==> src/rtl/dai_receiver_if.sv <==
// dai_receiver_if: serial DAI lines toward the receiver and the recovered
// left/right sample pair with its status strobes coming back.
interface dai_receiver_if #(parameter int bw_data = 16);
    logic               bck;
    logic               lrck;
    logic               sdata;
    logic [bw_data-1:0] ldata;
    logic [bw_data-1:0] rdata;
    logic               data_valid;
    logic               frame_err;
    logic               locked;
    modport master (output bck, lrck, sdata, input ldata, rdata, data_valid, frame_err, locked);
    modport slave (input bck, lrck, sdata, output ldata, rdata, data_valid, frame_err, locked);
endinterface

==> src/rtl/dai_receiver.sv <==
// dai_receiver: oversamples an MSB-first left-justified DAI link (32 BCK per slot)
// and recovers one signed left/right pair per LRCK period with a valid strobe.
module dai_receiver #(parameter int bw_data = 16) (
    input logic clk,
    input logic rst,
    dai_receiver_if.slave dai
);
    localparam int cw = $clog2(bw_data + 1);
    typedef enum logic [1:0] {idle, left_slot, right_slot} state_t;
    state_t             state;
    logic [2:0]         bck_s;
    logic [2:0]         lr_s;
    logic [1:0]         sd_s;
    logic [bw_data-1:0] sreg;
    logic [bw_data-1:0] lhold;
    logic [cw-1:0]      bitcnt;
    logic               lok;
    logic               bck_rise;
    logic               lr_rise;
    logic               lr_fall;
    logic               full;
    logic               slot_end;
    always_comb begin
        bck_rise = bck_s[1] & ~bck_s[2];
        lr_rise  = lr_s[1] & ~lr_s[2];
        lr_fall  = ~lr_s[1] & lr_s[2];
        full     = bitcnt == cw'(bw_data);
        slot_end = (state == left_slot) ? lr_fall : lr_rise;
    end
    // slot end is judged on the old bitcnt/sreg; a coincident bck_rise becomes bit 0 of the new slot
    always_ff @(posedge clk or posedge rst) begin
        if (rst) begin
            state          <= idle;
            bck_s          <= '0;
            lr_s           <= '0;
            sd_s           <= '0;
            sreg           <= '0;
            lhold          <= '0;
            bitcnt         <= '0;
            lok            <= 1'b0;
            dai.ldata      <= '0;
            dai.rdata      <= '0;
            dai.data_valid <= 1'b0;
            dai.frame_err  <= 1'b0;
            dai.locked     <= 1'b0;
        end else begin
            bck_s          <= {bck_s[1:0], dai.bck};
            lr_s           <= {lr_s[1:0], dai.lrck};
            sd_s           <= {sd_s[0], dai.sdata};
            dai.data_valid <= 1'b0;
            dai.frame_err  <= 1'b0;
            if (bck_rise && (slot_end || !full))
                sreg <= bw_data'({sreg, sd_s[1]});
            if (slot_end)
                bitcnt <= cw'(bck_rise);
            else if (bck_rise && !full)
                bitcnt <= bitcnt + cw'(1);
            if (slot_end) begin
                case (state)
                    idle: begin
                        state      <= left_slot;
                        dai.locked <= 1'b1;
                    end
                    left_slot: begin
                        if (full)
                            lhold <= sreg;
                        lok           <= full;
                        dai.frame_err <= !full;
                        state         <= right_slot;
                    end
                    default: begin
                        if (full && lok) begin
                            dai.ldata      <= lhold;
                            dai.rdata      <= sreg;
                            dai.data_valid <= 1'b1;
                        end
                        dai.frame_err <= !full;
                        lok           <= 1'b0;
                        state         <= left_slot;
                    end
                endcase
            end
        end
    end
endmodule

==> src/flat_wrapper.sv <==
// flat-port wrapper written by rule: the top's interface ports become plain ports
module dai_receiver_flat 
#(parameter int bw_data = 16)
  (clk, rst, dai_bck, dai_lrck, dai_sdata, dai_ldata, dai_rdata, dai_data_valid, dai_frame_err, dai_locked);
  dai_receiver_if #(.bw_data(bw_data)) dai_i ();
  input logic clk;
  input logic rst;
  input wire logic [$bits(dai_i.bck)-1:0] dai_bck;
  input wire logic [$bits(dai_i.lrck)-1:0] dai_lrck;
  input wire logic [$bits(dai_i.sdata)-1:0] dai_sdata;
  output wire logic [$bits(dai_i.ldata)-1:0] dai_ldata;
  output wire logic [$bits(dai_i.rdata)-1:0] dai_rdata;
  output wire logic [$bits(dai_i.data_valid)-1:0] dai_data_valid;
  output wire logic [$bits(dai_i.frame_err)-1:0] dai_frame_err;
  output wire logic [$bits(dai_i.locked)-1:0] dai_locked;
  assign dai_i.bck = dai_bck;
  assign dai_i.lrck = dai_lrck;
  assign dai_i.sdata = dai_sdata;
  assign dai_ldata = dai_i.ldata;
  assign dai_rdata = dai_i.rdata;
  assign dai_data_valid = dai_i.data_valid;
  assign dai_frame_err = dai_i.frame_err;
  assign dai_locked = dai_i.locked;
  dai_receiver #(.bw_data(bw_data)) u_core (.clk(clk), .rst(rst), .dai(dai_i));
endmodule
==> config.mk <==
export PLATFORM = sky130hd
export DESIGN_NAME = dai_receiver_flat
export DESIGN_NICKNAME = d
export VERILOG_FILES = /design/src/rtl/dai_receiver_if.sv /design/src/rtl/dai_receiver.sv /design/src/flat_wrapper.sv
export SDC_FILE = /design/constraint.sdc
export NUM_CORES = 1
export LEC_CHECK = 0
export CAP_MARGIN = 20
export CORE_UTILIZATION = 40
export CTS_CLUSTER_DIAMETER = 60
export DETAILED_ROUTE_END_ITERATION = 16
export PLACE_DENSITY = 0.65
export SKIP_CTS_REPAIR_TIMING = 1
export SLEW_MARGIN = 30
export SYNTH_ARGS = -nofsm -noshare
export SYNTH_HDL_FRONTEND = slang
export SYNTH_SLANG_ARGS = --single-unit
==> constraint.sdc <==
create_clock -name clk -period 5.24 [get_ports clk]
set_input_delay 1.048 -clock clk [delete_from_list [all_inputs] [get_ports clk]]
set_output_delay 1.048 -clock clk [all_outputs]
set_load 0.005 [all_outputs]
==> reports/results.tsv <==
stage	metric	value	unit
sta	Setup WS post-layout	2.90	ns
worst_setup_path	CP Max Fanout	19	
cells_and_area	final core utilization	0.509	
route	wire length per cell	14.3	µm
pwr	LEAKAGE	0.00187	µW
clock_tree	clk slew on worst S/H paths	0.08	ns
route	Total Wirelength	5080	µm
pwr	highest ir drop seen on vdd	0.162	mV
worst_setup_path	CP required	5.47	ns
die	Core ar.	7730	µm²
place	I/O Buffers	39	
cells_and_area	layout cell share with drive strength beyond 1	0.316	
die	io pins	40	
cells_and_area	area grow syn2layout	22.7	%
hold_path	Hold WC Path Type	flip-flop to flip-flop	
grt	initial antenna violation count	0	
synth	most frequent cells after synthesis	83 x dfrtp_1, 44 x mux2_2, 10 x mux2_1, 10 x mux2_4, 7 x nor2_1	
synth	mean post-synth cell area	15.9	µm²
sta	timing-limited maximum frequency	0.428	GHz
grt	GRT Total Usage	0.137	
die	die height	91.5	µm
sta	final period utilization	0.446	
grt	gr ovfl total	0	
synth	top cells by area, synth	dfrtp_1 65%, mux2_2 15%, mux2_4 4.7%, mux2_1 3.5%, buf_6 1.4%	
synth	Gate Count Post-Synth	201	
synth	Post-synth EDFFs	0	
route	Routed met3 length	229	µm
clock_tree	worst-case clock buffer depth	2	
die	die area	8370	µm²
grt	vias in the first global route	1694	
die	Starting Density	0.414	
clock_tree	Root Buffer	clkbuf_8	
synth	dominant cell type by area after synthesis	dfrtp_1	
route	wl on met1	2510	µm
worst_setup_path	element type at the critical path end	flip-flop	
clock_tree	cts bufs inserted	9	
synth	count leader, synth	dfrtp_1	
cells_and_area	fin nets	255	
synth	dominant synthesized flop cell	dfrtp_1	
place	hpwl dp	3190	µm
clock_tree	CTS tree	built	
sta	normalized max-slew margin	0.467	
route	Max Used Layer	met4	
route	DR WL met2	2280	µm
worst_setup_path	Worst R2R Path Depth	8	
sta	Tmin final	2.34	ns
grt	pin count of the biggest net entering global routing	50	
route	Vias/cell	4.85	
synth	ys async rst share	1.00	
route	detailed-route via count	1723	
die	site row count	32	
sta	Pins Over Slew Limit	0	
synth	cell area after synthesis	3200	µm²
synth	post-synthesis register bit count	83	
flow_run	max-cap violations	0	
synth	Ys Warns	0	
grt	first-pass GRT wire length	8590	µm
worst_setup_path	startpoint types	flip-flop	
sta	Clock Skews	0.00601	ns
sta	final setup violating endpoints	0	
hold_path	hold depth	0	
route	Initial DRT Pass Iterations	4	
pwr	Power Density	357	nW/µm²
synth	Post-Synthesis Net Count	208	
worst_setup_path	arrival time worst endpoint	2.57	ns
synth	sequential cell area fraction in the yosys report	0.649	
synth	post-synth cell types	30	
cells_and_area	ant diodes	0	
route	antenna viol nets, final	0	
sta	count of final hold-check violations	0	
place	DP Worst Slack	2.71	ns
sta	Tightest Pin Transition	0.800	ns
die	Die Wd	91.5	µm
worst_setup_path	critical path type	flip-flop to flip-flop	
clock_tree	worst-skew pair later-pin latency	0.34	ns
place	routability cong.	0.724	
clock_tree	CTS sink count	83	
sta	RSZ-0062 raised after global routing	false	
synth	Yosys top cell area share	0.649	
sta	TNS Setup	0	ns
route	Iteration-0 DRC Markers	101	
status	run status	finished, final reports clean	
clock_tree	CTS H-tree depth	3	
route	# DRC	0	
==> kinds of logic (layout without fill, tap and decap cells) <==
group,after synthesis,count (layout),share of synthesized area
AND/OR/NAND/NOR,21,21,0.0383
XOR/XNOR,2,2,0.00547
buffers and inverters,13,65,0.0262
AO/OA/AOI/OAI,16,16,0.0367
adder cells (fa/ha/maj),2,2,0.00781
multiplexers,64,64,0.237
flip-flops,83,83,0.649
==> worst max-delay path, stage by stage, from the launching register on <==
cell	delay, ns
dfrtp_1	0.42
inv_1	0.09
ha_1	0.15
nor4bb_1	0.26
buf_4	0.21
inv_2	0.06
nor2_4	0.45
buf_16	0.23
mux2_2	0.35
==> final timing paths <==
check / startpoint / end / slack [ns]
min reg2reg: u_core.lr_s[0] / u_core.lr_s[1] / 0.35
min: u_core.lr_s[0] / u_core.lr_s[1] / 0.35
max in group asynchronous: rst / u_core.sreg[9] / 3.15
max reg2reg: u_core.bitcnt[0] / u_core.dai.rdata[7] / 2.90
min in group asynchronous: rst / u_core.state[1] / 1.15
max: u_core.bitcnt[0] / u_core.dai.rdata[7] / 2.90
==> cell type report <==
type	count	area, µm²
fillers	667	3800
flip-flops and latches	83	2080
multi-input cells	105	1040
repair buffers	42	433
well taps	102	128
clock buffers	9	124
clock inverters	7	100
inverters	7	27.5
==> cell usage in the layout (no fill, tap or decap), types with 2 or more instances in the layout <==
| cell type | netlist | layout |
|---|---|---|
| ha_1 | 2 | 2 |
| clkinvlp_4 | 0 | 3 |
| nand2_1 | 2 | 2 |
| nand4_1 | 2 | 2 |
| a21o_1 | 2 | 2 |
| inv_1 | 6 | 5 |
| nor2_1 | 7 | 7 |
| clkbuf_8 | 0 | 9 |
| mux2_1 | 10 | 10 |
| a31oi_1 | 3 | 3 |
| dfrtp_1 | 83 | 83 |
| a21oi_4 | 2 | 2 |
| buf_4 | 1 | 2 |
| clkdlybuf4s50_1 | 0 | 39 |
| xor2_1 | 2 | 2 |
| o21ai_0 | 4 | 4 |
| mux2_2 | 44 | 44 |
| inv_6 | 0 | 2 |
| a21oi_1 | 3 | 3 |
| bufinv_16 | 0 | 2 |
| nand2b_1 | 2 | 2 |
| mux2_4 | 10 | 10 |
==> layer usage <==
metal / vias up / GRT usage
li1: 802 / -
met1: 883 / 0.195
met2: 32 / 0.183
met3: 6 / 0.0544
met4: 0 / 0.0608
met5: - / 0
==> through the flow <==
| step | power, µW | instances | hold WS (ns) | cell area (µm²) |
|---|---|---|---|---|
| 2_1_floorplan | 869 | 201 | 0.331 | 3200 |
| 3_3_place_gp | 911 | 338 | 0.332 | 3680 |
| 3_5_place_dp | 917 | 338 | 0.337 | 3680 |
| 4_1_cts | 1420 | 354 | 0.357 | 3900 |
| 5_1_grt | 1480 | 355 | 0.357 | 3930 |
| 6_report | 1400 | 355 | 0.354 | 3930 |
==> state kept, by name, summed over array words and instances, names as in the netlist <==
name and flops:
u_core.bitcnt 5, u_core.lhold 16, u_core.dai.frame_err 1, u_core.sd_s 2, u_core.dai.data_valid 1, u_core.dai.locked 1
u_core.bck_s 3, u_core.state 2, u_core.dai.ldata 16, u_core.lok 1, u_core.lr_s 3, u_core.dai.rdata 16
u_core.sreg 16
==> power by group <==
part | switching (µW) | total, µW | internal [µW]
registers | 67.6 | 772 | 705
clock network | 230 | 502 | 271
logic | 46.7 | 129 | 81.9
Note: power is estimated with default switching activity, not from simulation.
==> RTL change 1: new RTL, same flow settings <==
`bw_data` is set to 16 in 3 places; all go to 32.
--- a/src/rtl/dai_receiver_if.sv
+++ b/src/rtl/dai_receiver_if.sv
@@ -2,3 +2,3 @@
 // left/right sample pair with its status strobes coming back.
-interface dai_receiver_if #(parameter int bw_data = 16);
+interface dai_receiver_if #(parameter int bw_data = 32);
     logic               bck;
--- a/src/rtl/dai_receiver.sv
+++ b/src/rtl/dai_receiver.sv
@@ -2,3 +2,3 @@
 // and recovers one signed left/right pair per LRCK period with a valid strobe.
-module dai_receiver #(parameter int bw_data = 16) (
+module dai_receiver #(parameter int bw_data = 32) (
     input logic clk,
--- a/src/flat_wrapper.sv
+++ b/src/flat_wrapper.sv
@@ -2,3 +2,3 @@
 module dai_receiver_flat 
-#(parameter int bw_data = 16)
+#(parameter int bw_data = 32)
   (clk, rst, dai_bck, dai_lrck, dai_sdata, dai_ldata, dai_rdata, dai_data_valid, dai_frame_err, dai_locked);
Interface: changed (resized dai_ldata and dai_rdata); port bits go from 40 to 72. No check against the original RTL was run, so the function may have changed too.
==> RTL change 1 against the unedited design <==
Maximum frequency down 5.3%. Synthesized area up 83%. Largest power group unchanged. Combinational power is 5% higher. Total power grew 91%. Sequential cell count is 65 higher. Worst setup slack lost 130 ps. Largest cell class unchanged. Via count grew 74%. Design area is 86% higher. Routed wire length up 88%.
==> RTL change 1: results (changes against the unedited design) <==
global_route:
  antenna_found_initial: 0  # unchanged
  grt_max_degree: 77  # was 50
  grt_pass1_wl_mm: 16.2  # was 8.59 mm
  grt_pass1_vias: 3112  # was 1694
  grt_usage_pct: 14.2  # was 13.7%
outcome:
  outcome: "completed"  # unchanged
clocking:
  clk_path_buf_depth: 2  # unchanged
  numCtsBuffers: 17  # was 9
  clock_latency_ps: 410  # was 340 ps
  path_clk_slew_ps: 60  # was 80 ps
  cts_root_buf: "clkbuf_16"  # was clkbuf_8
  htree_levels: 4  # was 3
worst_setup_path:
  critPathMaxStageDelay_ps: 650  # was 450 ps
  cp.arrival_ps: 2760  # was 2570 ps
  worst-path-max-fanout: 34  # was 19
  worst_path_max_delay_cell: "and4_4"  # was nor2_4
yosys:
  yosysSeqAreaShare_pct: 63.4  # was 64.9%
  synth.area.top_cells: "dfrtp_1 (63%), mux2_2 (15%), mux2_4 (13%)"  # was dfrtp_1 (65%), mux2_2 (15%), mux2_4 (4.7%)
  synth_fp_nets: 348  # was 208
  yosys-top-cells-count: "dfrtp_1 (148), mux2_2 (78), mux2_4 (49), buf_12 (6)"  # was dfrtp_1 (83), mux2_2 (44), mux2_1 (10), mux2_4 (10), nor2_1 (7)
  yosys_warnings: 0  # unchanged
  synth.distinct_cells: 36  # was 30
  async_reset_ff_share_pct: 100  # unchanged
final_layout:
  drive_above_1_share_pct: 39.8  # was 31.6%
  fillers: 1139  # was 667
  mostFrequentLayoutCell: "dfrtp_1"  # unchanged
  layout.nets: 429  # was 255
  n_antenna_cell: 0  # unchanged
pwr:
  ir_drop_uv: 219  # was 162 uV
  p_int_w: 0.00209  # was 0.00106 W
  power_leakage_nw: 3.44  # was 1.87 nW
route:
  firstDrtPassIters: 4  # unchanged
  wirelength_mm: 9.56  # was 5.08 mm
  dr_total_vias: 3005  # was 1723
  drtIter0Drc: 156  # was 101
sta:
  finClkSkew_ps: 7.58  # was 6.01 ps
  maxSlewHeadroom_pct: 40.6  # was 46.7%
  setup_viol: 0  # unchanged
placement:
  dp_hpwl_mm: 6.03  # was 3.19 mm
  portBuffers: 71  # was 39
  gp_congestion: 0.740  # was 0.724
run:
  max_cap_violations: 0  # unchanged
worst_hold_path:
  holdCritPathClass: "reg -> reg"  # unchanged
RTL change 1: changes by cell type after synthesis, sizes merged, moves of 2 or more:
cell and change:
dfrtp +65, mux2 +64, buf +7, or3 +3
a31oi -2, and4 +2, inv -2, nand2 +2
nor2 -2
RTL change 1: final cells by class:
class	count	share of cell area, %
sequential	148	50.6
inverter	5	0.325
tap	180	3.08
clock inverter	11	2.02
multi-input combinational	174	26.7
clock buffer	21	6.57
timing repair buffer	76	10.7
RTL change 1: per-stage QoR:
stage	instance area (sq um)	setup WS [ps]	total power [W]	hold WS (ps)	instances
after floorplan	5850	212	0.00139	331	341
after global placement	6630	2650	0.00143	333	580
after detailed placement	6690	2650	0.00144	340	583
after CTS	7310	2730	0.00271	353	615
after global routing	7310	2650	0.00279	365	615
final	7310	2770	0.00268	352	615
RTL change 1: layer usage:
layer | global-route usage [%] | wire length [um] | up-vias
met5 | 0 | 0 | -
met4 | 5.64 | 120 | 0
met3 | 4.15 | 290 | 8
met2 | 22.1 | 4690 | 51
met1 | 18.7 | 4450 | 1575
li1 | - | - | 1371
RTL change 1: power by group through the flow:
| stage | Combinational (W) | Clock, W | Sequential (W) |
|---|---|---|---|
| final | 0.000135 | 0.00126 | 0.00128 |
| after global routing | 0.000153 | 0.00134 | 0.00130 |
| after CTS | 0.000140 | 0.00129 | 0.00128 |
| after detailed placement | 0.000139 | 0 | 0.00130 |
| after global placement | 0.000131 | 0 | 0.00130 |
| after floorplan | 0.000110 | 0 | 0.00128 |
RTL change 1: path summary, 6_finish.rpt:
kind | start | endpoint | slack [ps] | depth (start not counted)
worst max-delay path | u_core.bitcnt[2]$_DFFE_PP0P_ | u_core.dai.ldata[31]$_DFFE_PP0P_ | 2770 | 5
worst min-delay path | u_core.lr_s[0]$_DFF_PP0_ | u_core.lr_s[1]$_DFF_PP0_ | 350 | 0
worst max register to register | u_core.bitcnt[2]$_DFFE_PP0P_ | u_core.dai.ldata[31]$_DFFE_PP0P_ | 2770 | 5
worst min register to register | u_core.lr_s[0]$_DFF_PP0_ | u_core.lr_s[1]$_DFF_PP0_ | 350 | 0
max in group asynchronous | rst | u_core.dai.ldata[5]$_DFFE_PP0P_ | 3150 | 3
min in group asynchronous | rst | u_core.dai.ldata[19]$_DFFE_PP0P_ | 1120 | 2
RTL change 1: critical path, delay by kind of cell (launching register included):
kind | cells | cell delay, ps
buffers and inverters | 1 | 320
flip-flops | 1 | 420
multiplexers | 1 | 360
AND/OR/NAND/NOR | 3 | 1250
RTL change 1: logic make-up after synthesis:
kind of cell,synth area share (%)
AOI/OAI and AO/OA,1.63
xor gates and xnor gates,0.450
adders and majority gates,0.428
buffers and inverters,3.42
DFF,63.4
muxes,28.0
and+or+nand+nor,2.74
==> RTL change 2: new RTL, config.mk and constraints unchanged <==
Without the edit above. The 3 states of `state_t` get a one-hot encoding in 3 bits.
--- a/src/rtl/dai_receiver.sv
+++ b/src/rtl/dai_receiver.sv
@@ -8,3 +8,3 @@
     localparam int cw = $clog2(bw_data + 1);
-    typedef enum logic [1:0] {idle, left_slot, right_slot} state_t;
+    typedef enum logic [2:0] {idle = 3'b001, left_slot = 3'b010, right_slot = 3'b100} state_t;
     state_t             state;
Check against the original RTL: same outputs for any inputs over 10 cycles, from zero or initial values and one cycle with rst high; not proved beyond that.
==> RTL change 2 against the unedited design <==
Maximum frequency decreased by 14%. Via count increased by 1.3%. Synthesized cell count increased by 3.5%. Sequential power increased by 1%. Routed wire length decreased by 4.9%. Total power increased by 1.9%. Synthesized area increased by 1.8%. Worst setup slack got worse by 380 ps. Design area increased by 1.6%. Sequential cell count increased by 1. Combinational power increased by 10%. Final cell count increased by 1.1%. Critical path depth decreased by 3.
==> RTL change 2: results (changes against the unedited design) <==
yosys:
  synth-adder-area-share_pct: 0.768  # was 0.782%
  synth.area.mux_share_pct: 24.2  # was 23.7%
  async_reset_ff_share_pct: 100  # unchanged
  synth_fp_nets: 215  # was 208
  synth.area.top_cells: "dfrtp_1 (64%), mux2_2 (19%), mux2_4 (4.1%)"  # was dfrtp_1 (65%), mux2_2 (15%), mux2_4 (4.7%)
  yosysSeqAreaShare_pct: 64.5  # was 64.9%
  synth_compound_area_share_pct: 2.26  # was 3.67%
  yosys-top-cells-count: "dfrtp_1 (83), mux2_2 (54), mux2_4 (9), nor2_1 (9)"  # was dfrtp_1 (83), mux2_2 (44), mux2_1 (10), mux2_4 (10), nor2_1 (7)
  synth.distinct_cells: 33  # was 30
  synth-xor-area-share_pct: 0.806  # was 0.547%
worst_setup_path:
  worst_path_max_delay_cell: "nor4bb_1"  # was nor2_4
  critPathMaxStageDelay_ps: 750  # was 450 ps
  cp.arrival_ps: 2950  # was 2570 ps
  r2r_setup_slack_ps: 2520  # was 2900 ps
  crit_start: "u_core.bitcnt[0]$_DFFE_PP0P_"  # unchanged
  cp-endpoint: "u_core.lhold[6]$_DFFE_PP0P_"  # was u_core.dai.rdata[7]$_DFFE_PP0P_
  r2r-start: "u_core.bitcnt[0]$_DFFE_PP0P_"  # unchanged
  worstRegToRegCells: 5  # was 8
  worst-path-max-fanout: 16  # was 19
sta:
  finClkSkew_ps: 8.90  # was 6.01 ps
  worstMarginPinSlew_ps: 842  # was 800 ps
route:
  firstDrtPassIters: 5  # was 4
  wl_per_cell_um: 13.5  # was 14.3 um
  dr_total_vias: 1746  # was 1723
  drtIter0Drc: 46  # was 101
final_layout:
  fillers: 681  # was 667
  drive_above_1_share_pct: 35.0  # was 31.6%
  layout.nets: 260  # was 255
outcome:
  outcome: "completed"  # unchanged
global_route:
  grt_usage_pct: 13.0  # was 13.7%
  grt_pass1_wl_mm: 8.42  # was 8.59 mm
  grt_pass1_vias: 1763  # was 1694
  grt_max_degree: 53  # was 50
pwr:
  power_leakage_nw: 1.92  # was 1.87 nW
  ir_drop_uv: 127  # was 162 uV
clocking:
  clock_latency_ps: 350
  htree_levels: 3  # unchanged
placement:
  dp_hpwl_mm: 3.16  # was 3.19 mm
  place_area_sq_mm: 0.00377  # was 0.00368 sq mm
  gp_congestion: 0.754  # was 0.724
-- RTL change 2: routing by layer --
| metal | GRT usage [%] | routed length [um] |
|---|---|---|
| met1 | 17.8 | 2360 |
| met2 | 18.5 | 2190 |
| met3 | 3.81 | 158 |
| met5 | 0 | 0 |
| met4 | 7.42 | 124 |
-- RTL change 2: layout make-up --
cell class	instances	area, sq um	area share (%)
inverter	6	25.0	0.627
multi-input combinational	111	1090	27.2
tap	102	128	3.20
clock inverter	4	72.6	1.82
timing repair buffer	41	425	10.7
sequential	84	2100	52.7
clock buffer	11	151	3.79
-- RTL change 2: report_power, final --
part           leakage [nW]  total [W]  internal, W  switching, W
combinational         0.693   0.000142    0.0000895     0.0000528
clock                 0.111   0.000508     0.000291      0.000217
sequential             1.12   0.000780     0.000714     0.0000659
-- RTL change 2: how the worst min path moves through the flow --
stage,startpoint,to,slack [ps],cells past startpoint
floorplan,u_core.bck_s[0]$_DFF_PP0_,u_core.bck_s[1]$_DFF_PP0_,330,0
global placement,u_core.bck_s[0]$_DFF_PP0_,u_core.bck_s[1]$_DFF_PP0_,330,0
detailed placement,u_core.bck_s[0]$_DFF_PP0_,u_core.bck_s[1]$_DFF_PP0_,340,0
CTS,u_core.bck_s[0]$_DFF_PP0_,u_core.bck_s[1]$_DFF_PP0_,360,0
global route,u_core.bck_s[0]$_DFF_PP0_,u_core.bck_s[1]$_DFF_PP0_,370,0
finish,u_core.bck_s[0]$_DFF_PP0_,u_core.bck_s[1]$_DFF_PP0_,360,0
-- RTL change 2: through the flow --
stage / utilization [%] / std cells / setup WS (ps)
3_3_place_gp: 47.9 / 343 / 2490
6_report: 51.1 / 359 / 2520
4_1_cts: 51.1 / 359 / 2490
2_1_floorplan: - / 208 / 2030
5_1_grt: 51.1 / 359 / 2220
3_5_place_dp: 48.2 / 344 / 2490
